File: src/rtl/exec_alu_pkg.sv
// exec_alu_pkg: shared widths and internal opcode codes for the integer
// execution unit. The decoder and reservation station use the same codes.
package exec_alu_pkg;

  localparam int DAT_W   = 32;
  localparam int ROB_BIT = 5;
  localparam int OP_W    = 6;

  localparam logic [OP_W-1:0] OP_NOP   = 6'd0;
  localparam logic [OP_W-1:0] OP_LUI   = 6'd1;
  localparam logic [OP_W-1:0] OP_AUIPC = 6'd2;
  localparam logic [OP_W-1:0] OP_JAL   = 6'd3;
  localparam logic [OP_W-1:0] OP_JALR  = 6'd4;
  localparam logic [OP_W-1:0] OP_BEQ   = 6'd5;
  localparam logic [OP_W-1:0] OP_BNE   = 6'd6;
  localparam logic [OP_W-1:0] OP_BLT   = 6'd7;
  localparam logic [OP_W-1:0] OP_BGE   = 6'd8;
  localparam logic [OP_W-1:0] OP_BLTU  = 6'd9;
  localparam logic [OP_W-1:0] OP_BGEU  = 6'd10;
  localparam logic [OP_W-1:0] OP_ADD   = 6'd11;
  localparam logic [OP_W-1:0] OP_SUB   = 6'd12;
  localparam logic [OP_W-1:0] OP_SLL   = 6'd13;
  localparam logic [OP_W-1:0] OP_SLT   = 6'd14;
  localparam logic [OP_W-1:0] OP_SLTU  = 6'd15;
  localparam logic [OP_W-1:0] OP_XOR   = 6'd16;
  localparam logic [OP_W-1:0] OP_SRL   = 6'd17;
  localparam logic [OP_W-1:0] OP_SRA   = 6'd18;
  localparam logic [OP_W-1:0] OP_OR    = 6'd19;
  localparam logic [OP_W-1:0] OP_AND   = 6'd20;
  localparam logic [OP_W-1:0] OP_ADDI  = 6'd21;
  localparam logic [OP_W-1:0] OP_SLTI  = 6'd22;
  localparam logic [OP_W-1:0] OP_SLTIU = 6'd23;
  localparam logic [OP_W-1:0] OP_XORI  = 6'd24;
  localparam logic [OP_W-1:0] OP_ORI   = 6'd25;
  localparam logic [OP_W-1:0] OP_ANDI  = 6'd26;
  localparam logic [OP_W-1:0] OP_SLLI  = 6'd27;
  localparam logic [OP_W-1:0] OP_SRLI  = 6'd28;
  localparam logic [OP_W-1:0] OP_SRAI  = 6'd29;

endpackage

File: src/rtl/exec_alu_br_cmp.sv
// alu_br_cmp: combinational branch condition evaluator.
// Ports:
//   op_i    - internal opcode
//   vs_i    - rs1 value
//   vt_i    - rs2 value
//   taken_o - condition result for the six branch opcodes, 0 otherwise
module alu_br_cmp
  import exec_alu_pkg::*;
#(
  parameter int DAT_W = exec_alu_pkg::DAT_W,
  parameter int OP_W  = exec_alu_pkg::OP_W
) (
  input  logic [OP_W-1:0]  op_i,
  input  logic [DAT_W-1:0] vs_i,
  input  logic [DAT_W-1:0] vt_i,
  output logic             taken_o
);

  logic signed [DAT_W-1:0] vs_s;
  logic signed [DAT_W-1:0] vt_s;
  logic                    eq;
  logic                    lt_s;
  logic                    lt_u;

  assign vs_s = vs_i;
  assign vt_s = vt_i;
  assign eq   = (vs_i == vt_i);
  assign lt_s = (vs_s < vt_s);
  assign lt_u = (vs_i < vt_i);

  always_comb begin
    taken_o = 1'b0;
    case (op_i)
      OP_BEQ:  taken_o = eq;
      OP_BNE:  taken_o = !eq;
      OP_BLT:  taken_o = lt_s;
      OP_BGE:  taken_o = !lt_s;
      OP_BLTU: taken_o = lt_u;
      OP_BGEU: taken_o = !lt_u;
      default: taken_o = 1'b0;
    endcase
  end

endmodule

File: src/rtl/exec_alu.sv
// exec_alu: single-cycle integer execution unit. Computes ALU, shift, link
// and upper-immediate results and resolves branches/jumps, broadcasting one
// registered result per issue on the CDB.
// Ports:
//   clk, rst      - clock, synchronous active-high reset
//   en            - global ready; low freezes all state
//   rs_en_i       - issue valid
//   rs_op_i       - internal opcode
//   rs_ic_i       - compressed instruction (link offset 2 instead of 4)
//   rs_qd_i       - destination ROB tag
//   rs_vs_i/vt_i  - rs1 / rs2 values
//   rs_imm_i      - sign-extended immediate
//   rs_pc_i       - instruction PC
//   cdb_en_o      - result valid (one cycle per issue)
//   cdb_q_o       - result ROB tag
//   cdb_v_o       - result value
//   cdb_cbr_o     - computed branch taken
//   cdb_cbt_o     - computed next PC
module exec_alu
  import exec_alu_pkg::*;
#(
  parameter int DAT_W   = exec_alu_pkg::DAT_W,
  parameter int ROB_BIT = exec_alu_pkg::ROB_BIT,
  parameter int OP_W    = exec_alu_pkg::OP_W
) (
  input  logic               clk,
  input  logic               rst,
  input  logic               en,
  input  logic               rs_en_i,
  input  logic [OP_W-1:0]    rs_op_i,
  input  logic               rs_ic_i,
  input  logic [ROB_BIT-1:0] rs_qd_i,
  input  logic [DAT_W-1:0]   rs_vs_i,
  input  logic [DAT_W-1:0]   rs_vt_i,
  input  logic [DAT_W-1:0]   rs_imm_i,
  input  logic [DAT_W-1:0]   rs_pc_i,
  output logic               cdb_en_o,
  output logic [ROB_BIT-1:0] cdb_q_o,
  output logic [DAT_W-1:0]   cdb_v_o,
  output logic               cdb_cbr_o,
  output logic [DAT_W-1:0]   cdb_cbt_o
);

  function automatic logic [DAT_W-1:0] sra_f(input logic [DAT_W-1:0] a,
                                             input logic [4:0]       sh);
    logic signed [DAT_W-1:0] a_s;
    a_s = a;
    return a_s >>> sh;
  endfunction

  function automatic logic [DAT_W-1:0] bool_f(input logic b);
    return {{(DAT_W-1){1'b0}}, b};
  endfunction

  logic signed [DAT_W-1:0] vs_s;
  logic signed [DAT_W-1:0] vt_s;
  logic signed [DAT_W-1:0] imm_s;
  logic [DAT_W-1:0]        len;
  logic [DAT_W-1:0]        link;
  logic [DAT_W-1:0]        pc_imm;
  logic [DAT_W-1:0]        jalr_sum;
  logic [4:0]              sh_r;
  logic [4:0]              sh_i;
  logic                    br_taken;

  logic [DAT_W-1:0]        res_v_d;
  logic                    res_cbr_d;
  logic [DAT_W-1:0]        res_cbt_d;

  logic                    cdb_en_q;
  logic [ROB_BIT-1:0]      cdb_q_q;
  logic [DAT_W-1:0]        cdb_v_q;
  logic                    cdb_cbr_q;
  logic [DAT_W-1:0]        cdb_cbt_q;

  assign vs_s     = rs_vs_i;
  assign vt_s     = rs_vt_i;
  assign imm_s    = rs_imm_i;
  assign len      = rs_ic_i ? DAT_W'(2) : DAT_W'(4);
  assign link     = rs_pc_i + len;
  assign pc_imm   = rs_pc_i + rs_imm_i;
  assign jalr_sum = rs_vs_i + rs_imm_i;
  assign sh_r     = rs_vt_i[4:0];
  assign sh_i     = rs_imm_i[4:0];

  alu_br_cmp #(
    .DAT_W (DAT_W),
    .OP_W  (OP_W)
  ) u_br_cmp (
    .op_i    (rs_op_i),
    .vs_i    (rs_vs_i),
    .vt_i    (rs_vt_i),
    .taken_o (br_taken)
  );

  always_comb begin
    res_v_d   = '0;
    res_cbr_d = 1'b0;
    res_cbt_d = '0;
    case (rs_op_i)
      OP_LUI:   res_v_d = rs_imm_i;
      OP_AUIPC: res_v_d = pc_imm;
      OP_JAL: begin
        res_v_d   = link;
        res_cbr_d = 1'b1;
        res_cbt_d = pc_imm;
      end
      OP_JALR: begin
        res_v_d   = link;
        res_cbr_d = 1'b1;
        res_cbt_d = {jalr_sum[DAT_W-1:1], 1'b0};
      end
      OP_BEQ, OP_BNE, OP_BLT, OP_BGE, OP_BLTU, OP_BGEU: begin
        res_cbr_d = br_taken;
        res_cbt_d = br_taken ? pc_imm : link;
      end
      OP_ADD:   res_v_d = rs_vs_i + rs_vt_i;
      OP_SUB:   res_v_d = rs_vs_i - rs_vt_i;
      OP_SLL:   res_v_d = rs_vs_i << sh_r;
      OP_SLT:   res_v_d = bool_f(vs_s < vt_s);
      OP_SLTU:  res_v_d = bool_f(rs_vs_i < rs_vt_i);
      OP_XOR:   res_v_d = rs_vs_i ^ rs_vt_i;
      OP_SRL:   res_v_d = rs_vs_i >> sh_r;
      OP_SRA:   res_v_d = sra_f(rs_vs_i, sh_r);
      OP_OR:    res_v_d = rs_vs_i | rs_vt_i;
      OP_AND:   res_v_d = rs_vs_i & rs_vt_i;
      OP_ADDI:  res_v_d = rs_vs_i + rs_imm_i;
      OP_SLTI:  res_v_d = bool_f(vs_s < imm_s);
      OP_SLTIU: res_v_d = bool_f(rs_vs_i < rs_imm_i);
      OP_XORI:  res_v_d = rs_vs_i ^ rs_imm_i;
      OP_ORI:   res_v_d = rs_vs_i | rs_imm_i;
      OP_ANDI:  res_v_d = rs_vs_i & rs_imm_i;
      OP_SLLI:  res_v_d = rs_vs_i << sh_i;
      OP_SRLI:  res_v_d = rs_vs_i >> sh_i;
      OP_SRAI:  res_v_d = sra_f(rs_vs_i, sh_i);
      default: begin
        res_v_d   = '0;
        res_cbr_d = 1'b0;
        res_cbt_d = '0;
      end
    endcase
  end

  // ---- output register: result mux -> CDB ----
  // Payload only loads on a valid issue so an idle cycle keeps the last
  // broadcast value visible while cdb_en drops.
  always_ff @(posedge clk) begin
    if (rst) begin
      cdb_en_q  <= 1'b0;
      cdb_q_q   <= '0;
      cdb_v_q   <= '0;
      cdb_cbr_q <= 1'b0;
      cdb_cbt_q <= '0;
    end else if (en) begin
      cdb_en_q <= rs_en_i;
      if (rs_en_i) begin
        cdb_q_q   <= rs_qd_i;
        cdb_v_q   <= res_v_d;
        cdb_cbr_q <= res_cbr_d;
        cdb_cbt_q <= res_cbt_d;
      end
    end
  end

  assign cdb_en_o  = cdb_en_q;
  assign cdb_q_o   = cdb_q_q;
  assign cdb_v_o   = cdb_v_q;
  assign cdb_cbr_o = cdb_cbr_q;
  assign cdb_cbt_o = cdb_cbt_q;

endmodule

File: config.mk
export PLATFORM = sky130hd
export DESIGN_NAME = exec_alu
export DESIGN_NICKNAME = d
export VERILOG_FILES = /design/src/rtl/exec_alu_pkg.sv /design/src/rtl/exec_alu_br_cmp.sv /design/src/rtl/exec_alu.sv
export SDC_FILE = /design/constraint.sdc
export NUM_CORES = 1
export LEC_CHECK = 0
export BUFFER_PORTS_ARGS = -buffer_cell sky130_fd_sc_hd__buf_2
export CELL_PAD_IN_SITES_DETAIL_PLACEMENT = 1
export CELL_PAD_IN_SITES_GLOBAL_PLACEMENT = 2
export CORE_AREA = 8 8 249 298
export CTS_BUF_LIST = sky130_fd_sc_hd__clkbuf_8
export CTS_CLUSTER_DIAMETER = 120
export DETAILED_ROUTE_END_ITERATION = 12
export DIE_AREA = 0 0 257 306
export PLACE_DENSITY_LB_ADDON = 0.1
export SYNTH_ARGS = -nofsm -noshare
export SYNTH_HDL_FRONTEND = slang
export SYNTH_SLANG_ARGS = --single-unit
File: constraint.sdc
create_clock -name clk -period 8.2 [get_ports clk]
set_clock_uncertainty 0.05 [all_clocks]
set_input_delay 1.23 -clock clk [delete_from_list [all_inputs] [get_ports clk]]
set_output_delay 1.23 -clock clk [all_outputs]
set_load 0.01 [all_outputs]
==> results.md, run 1 <==
* DP HPWL at 130 mm
* Tot GR Track Use at 39.4%
* IO Port Bufs at 214
* Critical path class: primary input to flip-flop
* Post-CTS Setup Inserts at 0
* Clock Tree Root: clkbuf_8
* Placed cell area at 22600 um^2
* Ys Warns at 0
* Unrepaired setup endpoints after global routing: no
* Sequential Area at 1420 um^2
* Status: finished, final reports clean
* 1st-pass router iterations at 6
* Mean Syn Cell Area at 6.81 um^2
* Worst hold endpoint: cdb_v_o[1]$_SDFFE_PP0P_
* Measured slew at the worst slew-check pin at 1.36 ns
* Max VDD drop at 73.2 uV
* Critical Path End Type: flip-flop
* Crit path launch type: primary input
* PwrDens at 102 nW/um^2
* Routed Wire Length at 163 mm
* Starting Density at 29.7%
* Slowest Stage Delay on Critical Path at 0.97 ns
* Reg2reg start: cdb_v_o[0]$_SDFFE_PP0P_
* Post-Syn Area at 20600 um^2
* Fin. Hold Viols at 0
* Setup slack, reg-to-reg at 5.48 ns
* Initial antenna violation count at 15
* Multi-input gate area at 17700 um^2
* Crit share post-route at 75.4%
* Area Overhead vs Synth at 10.6%
* Routed WL per cell at 40.4 um
* Largest net degree at the start of global routing at 50
* Synthesized net count at 3330
* Reg clk slew, reported paths at 0.12 ns
* CTS Buffer Depth at 2
* DRC viols at 0
* R2r worst-path depth at 7
* Hold Crit Class: flip-flop to flip-flop
* Crit path max fanout at 19
* Share of cells above drive strength 1 at 13.9%
* Max-slew violation count at 0
* Distinct cells, synth at 104
* Skew-Pair Late Insertion Delay at 0.43 ns
* Required @ worst endpoint at 8.52 ns
* Full die area at 78600 um^2
* CP delay by family, top: compound AO/OA/AOI/OAI gates
* Vias in the first global route at 27100
* Max Cap Violations at 0
* Via count at 27500
* Routed Antenna Nets at 0
* CTS tree: built
* CTS resizes at 0
* FF+latch count, synth at 71
* GPL Wtd Cong at 1.09
* Drt initial violations at 3551
* # nets final at 3417
* CP Buf/Inv Count at 1
* Number of synthesized flops with an enable pin at 0
* Crit path top cell by count: a21oi_1
* Endpoints failing setup at 0
* Rows at 106
* Achievable Freq at 162 MHz
* Global-route wire length before repair at 222 mm
* Crit-path cells: buf_2 > ha_1 > a21oi_1 > o211ai_1 > a21oi_1 > nor2b_1 > a21oi_1 > mux2i_1 > and3_1 > a22oi_1 > o21ai_0
* H-tree levels at 3
* Die Width at 257 um
* Worst Hold Depth at 1
* Vias per cell at 6.82
* Ys flop type: dfxtp_1
* CP max-delay cell: and3_1
* Final worst path period need at 6.18 ns
* Total CTS buffers at 9
* Core area at 69400 um^2
* Ports at 215
* Post-synthesis cell count at 3022
* Sequential area share after synthesis at 6.91%
* Chip Height at 306 um
* Leakage at 9.34 nW
* Async set-reset flop share out of synthesis at 0%
* # hold bufs at CTS at 0
* CP arrival at 6.51 ns
* Overflow after GRT at 0
* Setup TNS at 0 ns
* Sink Count at 71
* Hold Path Origin: cdb_v_o[1]$_SDFFE_PP0P_
* Headroom to the max-slew limit at 8.58%
* Cell area after layout at 22800 um^2
* Fill cells at 8804
* R2R Path End: cdb_v_o[0]$_SDFFE_PP0P_
==> through the flow <==
stage | setup slack, ns | total power, mW | std cells | hold slack, ns | utilization [%]
floorplan | 3.88 | 1.25 | 3022 | 0.431 | -
detailed placement | 1.74 | 1.93 | 4016 | 0.387 | 32.5
finish | 2.02 | 2.32 | 4035 | 0.407 | 32.8
global route | 1.95 | 2.38 | 4032 | 0.422 | 32.8
global placement | 1.85 | 1.91 | 4016 | 0.382 | 32.5
CTS | 2.22 | 2.26 | 4032 | 0.411 | 32.8
==> power breakdown <==
group          switching (mW)  internal, mW  total [mW]
logic                    1.16         0.472        1.63
registers             0.00526         0.350       0.355
clock network           0.217         0.120       0.337
total                    1.38         0.942        2.32
==> cell usage in the layout (no fill, tap or decap), types with 23 or more instances in the layout <==
master	netlist	layout
a21oi_1	328	326
nand2_1	314	313
nor2_1	272	268
buf_2	44	214
o21ai_0	193	191
ha_1	159	159
mux2i_1	158	157
inv_1	130	130
buf_4	10	93
xnor2_1	89	89
nand3_1	76	76
nor3_1	78	75
dfxtp_1	71	71
o22ai_1	63	62
a211oi_1	52	52
a21o_1	42	42
nand4_1	38	38
xor2_1	37	37
a31oi_1	36	36
o211ai_1	35	35
a221oi_1	35	35
nor2b_1	31	31
and3_1	31	31
a22oi_1	31	31
mux4_2	29	29
nand2b_1	28	28
o31ai_1	25	25
a222oi_1	24	24
o21a_1	23	23
==> metal layers <==
metal / routed length [um] / track usage (%) / up-vias / share of wire, %
met1: 60200 / 45.7 / 13700 / 37
met5: 13 / 0 / - / 0.0080
met3: 14100 / 8.00 / 520 / 8.6
met2: 72500 / 62.4 / 1776 / 44
met4: 16400 / 32.6 / 2 / 10
li1: - / - / 11500 / -
==> how the worst max path moves through the flow <==
| stage | startpoint | end | slack, ns | cells past startpoint |
|---|---|---|---|---|
| 6_report | rs_vs_i[17] | cdb_cbt_o[0]$_SDFFE_PP0P_ | 2.02 | 11 |
| 5_1_grt | rs_vs_i[0] | cdb_cbt_o[0]$_SDFFE_PP0P_ | 1.95 | 14 |
| 4_1_cts | rs_vt_i[2] | cdb_cbt_o[0]$_SDFFE_PP0P_ | 2.22 | 12 |
| 3_5_place_dp | rs_vs_i[0] | cdb_cbt_o[0]$_SDFFE_PP0P_ | 1.74 | 14 |
| 3_3_place_gp | rs_vs_i[0] | cdb_cbt_o[0]$_SDFFE_PP0P_ | 1.85 | 14 |
| 2_1_floorplan | rs_vs_i[0] | cdb_cbt_o[29]$_SDFFE_PP0P_ | 3.88 | 15 |
==> state kept, by name, summed over array words and instances (netlist names) <==
name       flops
cdb_q_o        5
cdb_v_o       32
cdb_cbt_o     32
cdb_cbr_o      1
cdb_en_o       1
==> Yosys cell counts, types with 29 or more instances <==
cell type	count	area, um^2
nand2_1	314	1180
buf_2	44	220
mux2i_1	158	1580
o22ai_1	63	394
a221oi_1	35	307
a31oi_1	36	225
clkbuf_1	160	601
a21o_1	42	315
and3_1	31	194
a21oi_1	328	1640
nand4_1	38	238
dfxtp_1	71	1420
mux4_2	29	653
xor2_1	37	324
a22oi_1	31	233
o21ai_0	193	966
o211ai_1	35	263
nor2_1	272	1020
nand3_1	76	380
nor3_1	78	390
xnor2_1	89	780
ha_1	159	1990
nor2b_1	31	194
inv_1	130	488
a211oi_1	52	390
==> cell type report <==
type / instances / area share (%)
diodes: 3 / 0.0330
clock buffers: 9 / 0.544
clock inverters: 7 / 0.313
inverters: 133 / 2.19
multi-input cells: 2587 / 77.8
flip-flops and latches: 71 / 6.25
well taps: 918 / 5.05
repair buffers: 307 / 7.77
==> kinds of logic after synthesis <==
group | after synthesis | synth area share, %
AOI/OAI and AO/OA | 1109 | 35.6
xor gates and xnor gates | 126 | 5.36
adders and majority gates | 164 | 10.2
buffers and inverters | 364 | 7.43
DFF | 71 | 6.91
muxes | 205 | 12.1
and+or+nand+nor | 983 | 22.5
No activity file was read; power rests on OpenSTA's default activity.
==> run 2: changes to the inputs <==
- ABC_AREA: unset -> 1
- CORE_AREA: 8 8 249 298 -> 8 8 265 318
- DIE_AREA: 0 0 257 306 -> 0 0 273 326
- clock period: 8.2 -> 5.24 ns (I/O delays scaled with it)
==> run 2 against run 1 <==
Final cell count increased by 37%. Critical path depth increased by 6. Non-clock buffer count increased by 40. Routed wire length increased by 1.7%. Register-to-register slack got worse by 1.0 ns. Via count increased by 15%. Clock power increased by 65%. Global-route usage decreased by 3.9 points. Synthesized area increased by 6.7%. Die area increased by 13%.
==> results.md, run 2 <==
* Sequential area share after synthesis at 6.47% (-0.43 points)
* 1st-pass router iterations at 5 (-1)
* Status: finished, final reports clean
* Clock Tree Root: clkbuf_8
* Largest net degree at the start of global routing at 71 (+42%)
* Ports at 215 (unchanged)
* Critical path class: primary input to flip-flop
* Synth area leader: nand2_1
* Placed cell area at 24600 um^2 (+9.1%)
* Mean Syn Cell Area at 5.13 um^2 (-25%)
* Critical Path End Type: flip-flop
* Max Cap Violations at 0 (unchanged)
* Post-synthesis cell count at 4285 (+42%)
* CTS Buffer Depth at 2 (unchanged)
* Via count at 31700 (+15%)
* Leading cell types in the layout, fill and taps excluded: nand2_1, nand3_1, inv_1, nor2_1, a21oi_1
* Routed Wire Length at 166 mm (+1.7%)
* Global-route wire length before repair at 230 mm (+3.5%)
* Max-slew violation count at 0 (unchanged)
* Starting Density at 27.8% (-1.8 points)
* Synth cell count leaders: nand2_1, nand3_1, inv_1
* Most common cell after layout, fill and taps aside: nand2_1
* Required @ worst endpoint at 5.44 ns (-3.08 ns)
* Post-synth top area share at 23.5% (+14 points)
* Leakage at 12.6 nW (+35%)
* Crit path launch type: primary input
* CTS resizes at 0 (unchanged)
* GPL Wtd Cong at 1.07 (-1.1%)
* Post-CTS Setup Inserts at 0 (unchanged)
* Full die area at 89000 um^2 (+13%)
* Hold Crit Class: flip-flop to flip-flop
* DP HPWL at 141 mm (+8.5%)
* Endpoints failing setup at 0 (unchanged)
* Vias in the first global route at 31100 (+15%)
* Rows at 113 (+6.6%)
* Sink Count at 71 (unchanged)
* Distinct cells, synth at 60 (-42%)
* Overflow after GRT at 0 (unchanged)
* Initial antenna violation count at 13 (-2)
* Die Width at 273 um (+6.2%)
* Most common cell in the netlist: nand2_1
* Skew-Pair Late Insertion Delay at 0.39 ns (-0.04 ns)
* Async set-reset flop share out of synthesis at 0% (unchanged)
* Routed Antenna Nets at 0 (unchanged)
* FF+latch count, synth at 71 (unchanged)
* PwrDens at 144 nW/um^2 (+42%)
* DRC viols at 0 (unchanged)
* IO Port Bufs at 214 (unchanged)
* Ys Warns at 0 (unchanged)
* Vias per cell at 5.74 (-16%)
* Final worst path period need at 4.43 ns
* CP arrival at 4.63 ns (-1.88 ns)
* Fill cells at 11100 (+26%)
* Cell area after layout at 24900 um^2 (+9.2%)
* Chip Height at 326 um (+6.5%)
* Fin. Hold Viols at 0 (unchanged)
* Core area at 78900 um^2 (+14%)
* Crit share post-route at 84.5%
* Headroom to the max-slew limit at 21.4% (+13 points)
* Ys flop type: dfxtp_1
* Achievable Freq at 226 MHz
* Setup TNS at 0 ns (unchanged)
* Max VDD drop at 116 uV (+59%)
* Routed WL per cell at 30.1 um (-26%)
* Drt initial violations at 3285 (-7.5%)
* Total CTS buffers at 9 (unchanged)
* # hold bufs at CTS at 0 (unchanged)
* CTS tree: built
* Share of cells above drive strength 1 at 10.2% (-3.7 points)
* # nets final at 4775 (+40%)
* H-tree levels at 3 (unchanged)
* Measured slew at the worst slew-check pin at 1.17 ns (-0.195 ns)
* Synthesized net count at 4593 (+38%)
* Unrepaired setup endpoints after global routing: no
* Tot GR Track Use at 35.6% (-3.9 points)
* Area Overhead vs Synth at 13.2%
* Synth area leaders: nand2_1, nand3_1, ha_1
* Reg clk slew, reported paths at 0.09 ns (-0.03 ns)
* Post-Syn Area at 22000 um^2 (+6.7%)
* Crit path max fanout at 11 (-8)
* Number of synthesized flops with an enable pin at 0 (unchanged)
-- run 2: per-stage QoR --
stage / instances / total power, mW / worst slack, ns / hold WS, ns / util, %
6_report: 5513 / 3.59 / 0.813 / 0.413 / 31.5
5_1_grt: 5507 / 3.79 / 0.627 / 0.435 / 31.5
4_1_cts: 5507 / 3.54 / 0.908 / 0.419 / 31.5
3_5_place_dp: 5491 / 2.98 / 0.496 / 0.405 / 31.2
3_3_place_gp: 5491 / 2.97 / 0.473 / 0.397 / 31.2
2_1_floorplan: 4285 / 1.96 / 2.14 / 0.433 / -
-- run 2: logic make-up after synthesis --
kind of cell,Yosys count,synth area share (%)
AOI/OAI and AO/OA,746,19.1
muxes,1,0.0456
DFF,71,6.47
xor gates and xnor gates,74,2.95
adders and majority gates,164,9.51
buffers and inverters,597,10.7
and+or+nand+nor,2632,51.2
-- run 2: final cells by class --
cell class	instances	area, um^2	share of cell area [%]
inverters	421	1580	6.36
clock inverters	7	103	0.413
diodes	6	15.0	0.0604
well taps	1035	1290	5.21
multi-input cells	3617	18200	73.3
flip-flops and latches	71	1420	5.72
repair buffers	347	2090	8.43
clock buffers	9	124	0.498
-- run 2: worst paths after layout --
path	from	end	slack (ns)	depth (start not counted)
worst min register to register	cdb_en_o$_SDFFE_PP0P_	cdb_en_o$_SDFFE_PP0P_	0.41	2
worst max-delay path	rs_vs_i[27]	cdb_cbt_o[30]$_SDFFE_PP0P_	0.81	17
worst max register to register	cdb_v_o[9]$_SDFFE_PP0P_	cdb_v_o[9]$_SDFFE_PP0P_	4.44	2
worst min-delay path	cdb_en_o$_SDFFE_PP0P_	cdb_en_o$_SDFFE_PP0P_	0.41	2
-- run 2: critical path, cell delays in order --
cell	delay (ns)
buf_2	0.25
ha_1	0.62
nand2_1	0.23
nor2_1	0.22
nand2_1	0.11
nor2_2	0.28
nand4_1	0.24
a21oi_1	0.21
nand2_1	0.11
nor2_4	0.17
nand3_4	0.26
inv_2	0.24
nand2_1	0.35
nand2_1	0.16
nand3_1	0.17
nand2_1	0.13
a21oi_1	0.08
-- run 2: where the power goes --
group          internal (mW)  switching [mW]  leakage (nW)  total (mW)
Combinational          0.660            1.81          11.9        2.47
Sequential             0.555         0.00986         0.575       0.565
Clock                  0.274           0.281         0.111       0.556
Total                   1.49            2.10          12.6        3.59
-- run 2: metal layers --
layer  track usage [%]  share of wire [%]  vias to the layer above
met1              41.6                 39                    15300
met2              58.2                 45                     1342
met5                 0              0.033                        -
met3              6.27                6.9                      422
li1                  -                  -                    14600
met4              25.3                8.7                        8
==> run 3: changes to the inputs <==
- CORE_AREA: 8 8 265 318 -> 8 8 257 308
- DIE_AREA: 0 0 273 326 -> 0 0 265 316
- clock period: 5.24 -> 4.38 ns (I/O delays scaled with it)
==> run 3 against run 2 <==
Count of clock-buffer cells in the layout stayed put. First-iteration DRC count is 2.9% higher. Worst setup slack worse by 0.47 ns. Sequential cell count stayed put. Worst hold slack better by 0.0030 ns. Total power is 19% higher. Highest routed layer unchanged.
==> results.md, run 3 (synthesis gave the netlist of run 2 again) <==
* Global-route wire length before repair at 229 mm (-0.27%)
* IO Port Bufs at 214 (unchanged)
* Hold_ws at 0.416 ns (+0.00297 ns)
* Crit share post-route at 92.2%
* P_sw at 2.54 mW (+21%)
* Combinational power share at 71.5% (+2.7 points)
* Clock Tree Root: clkbuf_8
* Full die area at 83700 um^2 (-5.9%)
* Vias per cell at 5.84 (+1.8%)
* Core area at 74300 um^2 (-5.8%)
* Area Overhead vs Synth at 16.1%
* Reg clk slew, reported paths at 0.09 ns (about the same)
* Tot Pwr at 4.27 mW (+19%)
* CTS Buffer Depth at 2 (unchanged)
* Crit-path cells: buf_2 > ha_1 > inv_1 > fa_1 > inv_1 > nand2_1 > nor2_1 > buf_4 > nand2_1 > xnor2_1 > a22oi_1 > o21ai_0 > nor2_1 > nand3_1 > nor2_1 > nand2_1 > nor2_1 > nand2_1 > nand2_1 > a21oi_1
* DP HPWL at 141 mm (-0.42%)
* Crit path top cell by count: nand2_1
* Dpl cells at 5506 (+0.27%)
* Headroom to the max-slew limit at 34.7% (+13 points)
* Critical Path End Type: flip-flop
* Switching Share at 59.4% (+0.89 points)
* Setup TNS at 0 ns (unchanged)
* PwrDens at 167 nW/um^2 (+16%)
* Final cell count without fillers at 5525 (+0.22%)
* Largest net degree at the start of global routing at 71 (unchanged)
* CP arrival at 4.26 ns (-0.37 ns)
* Skew-Pair Late Insertion Delay at 0.40 ns (about the same)
* Most common cell after layout, fill and taps aside: nand2_1
* Sequential power share at 16.0% (+0.3 points)
* Drt initial violations at 3379 (+2.9%)
* Cell area after layout at 25500 um^2 (+2.6%)
* Ports at 215 (unchanged)
* DRC viols at 0 (unchanged)
* Pint at 1.73 mW (+16%)
* GPL Wtd Cong at 1.13 (+4.9%)
* Clock power frac at 12.5% (-3.0 points)
* Post-layout util at 34.3% (+2.8 points)
* Overflow after GRT at 0 (unchanged)
* 1st-pass router iterations at 6 (+1)
* Status: finished, final reports clean
* Share of cells above drive strength 1 at 12.1% (+1.9 points)
* Measured slew at the worst slew-check pin at 0.973 ns (-0.194 ns)
* Crit path max fanout at 4 (-7)
* Pre-CTS setup slack at 0.0390 ns (-0.457 ns)
* Tot GR Track Use at 37.8% (+2.3 points)
* Routed Antenna Nets at 0 (unchanged)
* H-tree levels at 3 (unchanged)
* Max-slew violation count at 0 (unchanged)
* Die Width at 265 um (-2.9%)
* Rows at 110 (-2.7%)
* Unrepaired setup endpoints after global routing: no
* Chip Height at 316 um (-3.1%)
* Hold Crit Class: flip-flop to flip-flop
* Routed Wire Length at 165 mm (-0.39%)
* Final worst path period need at 4.04 ns
* Via count at 32300 (+2.0%)
* # nets final at 4873 (+2.1%)
* Critical path class: primary input to flip-flop
* Slowest Stage Delay on Critical Path at 0.42 ns (-0.20 ns)
* Max VDD drop at 140 uV (+20%)
* Starting Density at 29.6% (+1.7 points)
* Routed WL per cell at 29.9 um (-0.61%)
* # hold bufs at CTS at 0 (unchanged)
* Crit path launch type: primary input
* Achievable Freq at 248 MHz
* Fin. Hold Viols at 0 (unchanged)
* Leading cell types in the layout, fill and taps excluded: nand2_1, nand3_1, inv_1, nor2_1, a21oi_1
* CTS resizes at 0 (unchanged)
* Initial antenna violation count at 11 (-2)
* Post-CTS Setup Inserts at 0 (unchanged)
* CP max-delay cell: fa_1
* Max Cap Violations at 0 (unchanged)
* CTS tree: built
* Vias in the first global route at 31800 (+2.2%)
* Required @ worst endpoint at 4.60 ns (-0.84 ns)
* Endpoints failing setup at 0 (unchanged)
* Sink Count at 71 (unchanged)
* Total CTS buffers at 9 (unchanged)
* Leakage at 13.1 nW (+3.7%)
* Setup WS post-layout at 0.341 ns (-0.472 ns)
* Placed cell area at 25300 um^2 (+2.9%)
[run 3: cell types whose count changed in the layout (fill, tap and decap cells not counted), sizes merged]
cell      previous run  this run
buf                347       445
bufinv               2         0
clkinv               2         4
clkinvlp             1         2
diode                6         3
inv                423       422
[run 3: layout make-up]
| cell class | count | area (um^2) |
|---|---|---|
| clock buffers | 9 | 124 |
| fillers | 10500 | 48800 |
| diodes | 3 | 7.51 |
| repair buffers | 445 | 2890 |
| clock inverters | 7 | 50.0 |
| well taps | 952 | 1190 |
| flip-flops and latches | 71 | 1420 |
| multi-input cells | 3617 | 18200 |
| inverters | 421 | 1580 |
[run 3: worst paths after layout]
check	from	end	slack (ns)	depth (start not counted)
setup reg to reg	cdb_cbr_o$_SDFFE_PP0P_	cdb_cbr_o$_SDFFE_PP0P_	3.42	2
setup / recovery	rs_pc_i[1]	cdb_v_o[9]$_SDFFE_PP0P_	0.34	20
hold / removal	cdb_en_o$_SDFFE_PP0P_	cdb_en_o$_SDFFE_PP0P_	0.42	2
hold reg to reg	cdb_en_o$_SDFFE_PP0P_	cdb_en_o$_SDFFE_PP0P_	0.42	2
[run 3: routing by layer]
layer	up-vias	wire [um]	GRT usage, %
li1	14800	-	-
met1	15500	63200	43.7
met2	1477	73000	61.0
met3	518	12400	6.55
met4	8	16600	31.3
met5	-	55	0
[run 3: worst max-delay path: cells and delay by family]
| family | cells | cell delay, ns |
|---|---|---|
| and+or+nand+nor | 10 | 1.72 |
| AOI/OAI and AO/OA | 3 | 0.59 |
| adders and majority gates | 2 | 0.57 |
| buffers and inverters | 4 | 0.53 |
| xor gates and xnor gates | 1 | 0.19 |
[run 3: power by group through the flow]
stage	Combinational, mW	Clock, mW	Sequential (mW)
floorplan	1.65	0	0.698
global placement	2.93	0	0.696
detailed placement	2.95	0	0.697
CTS	2.96	0.542	0.682
global route	3.25	0.565	0.683
finish	3.05	0.533	0.681
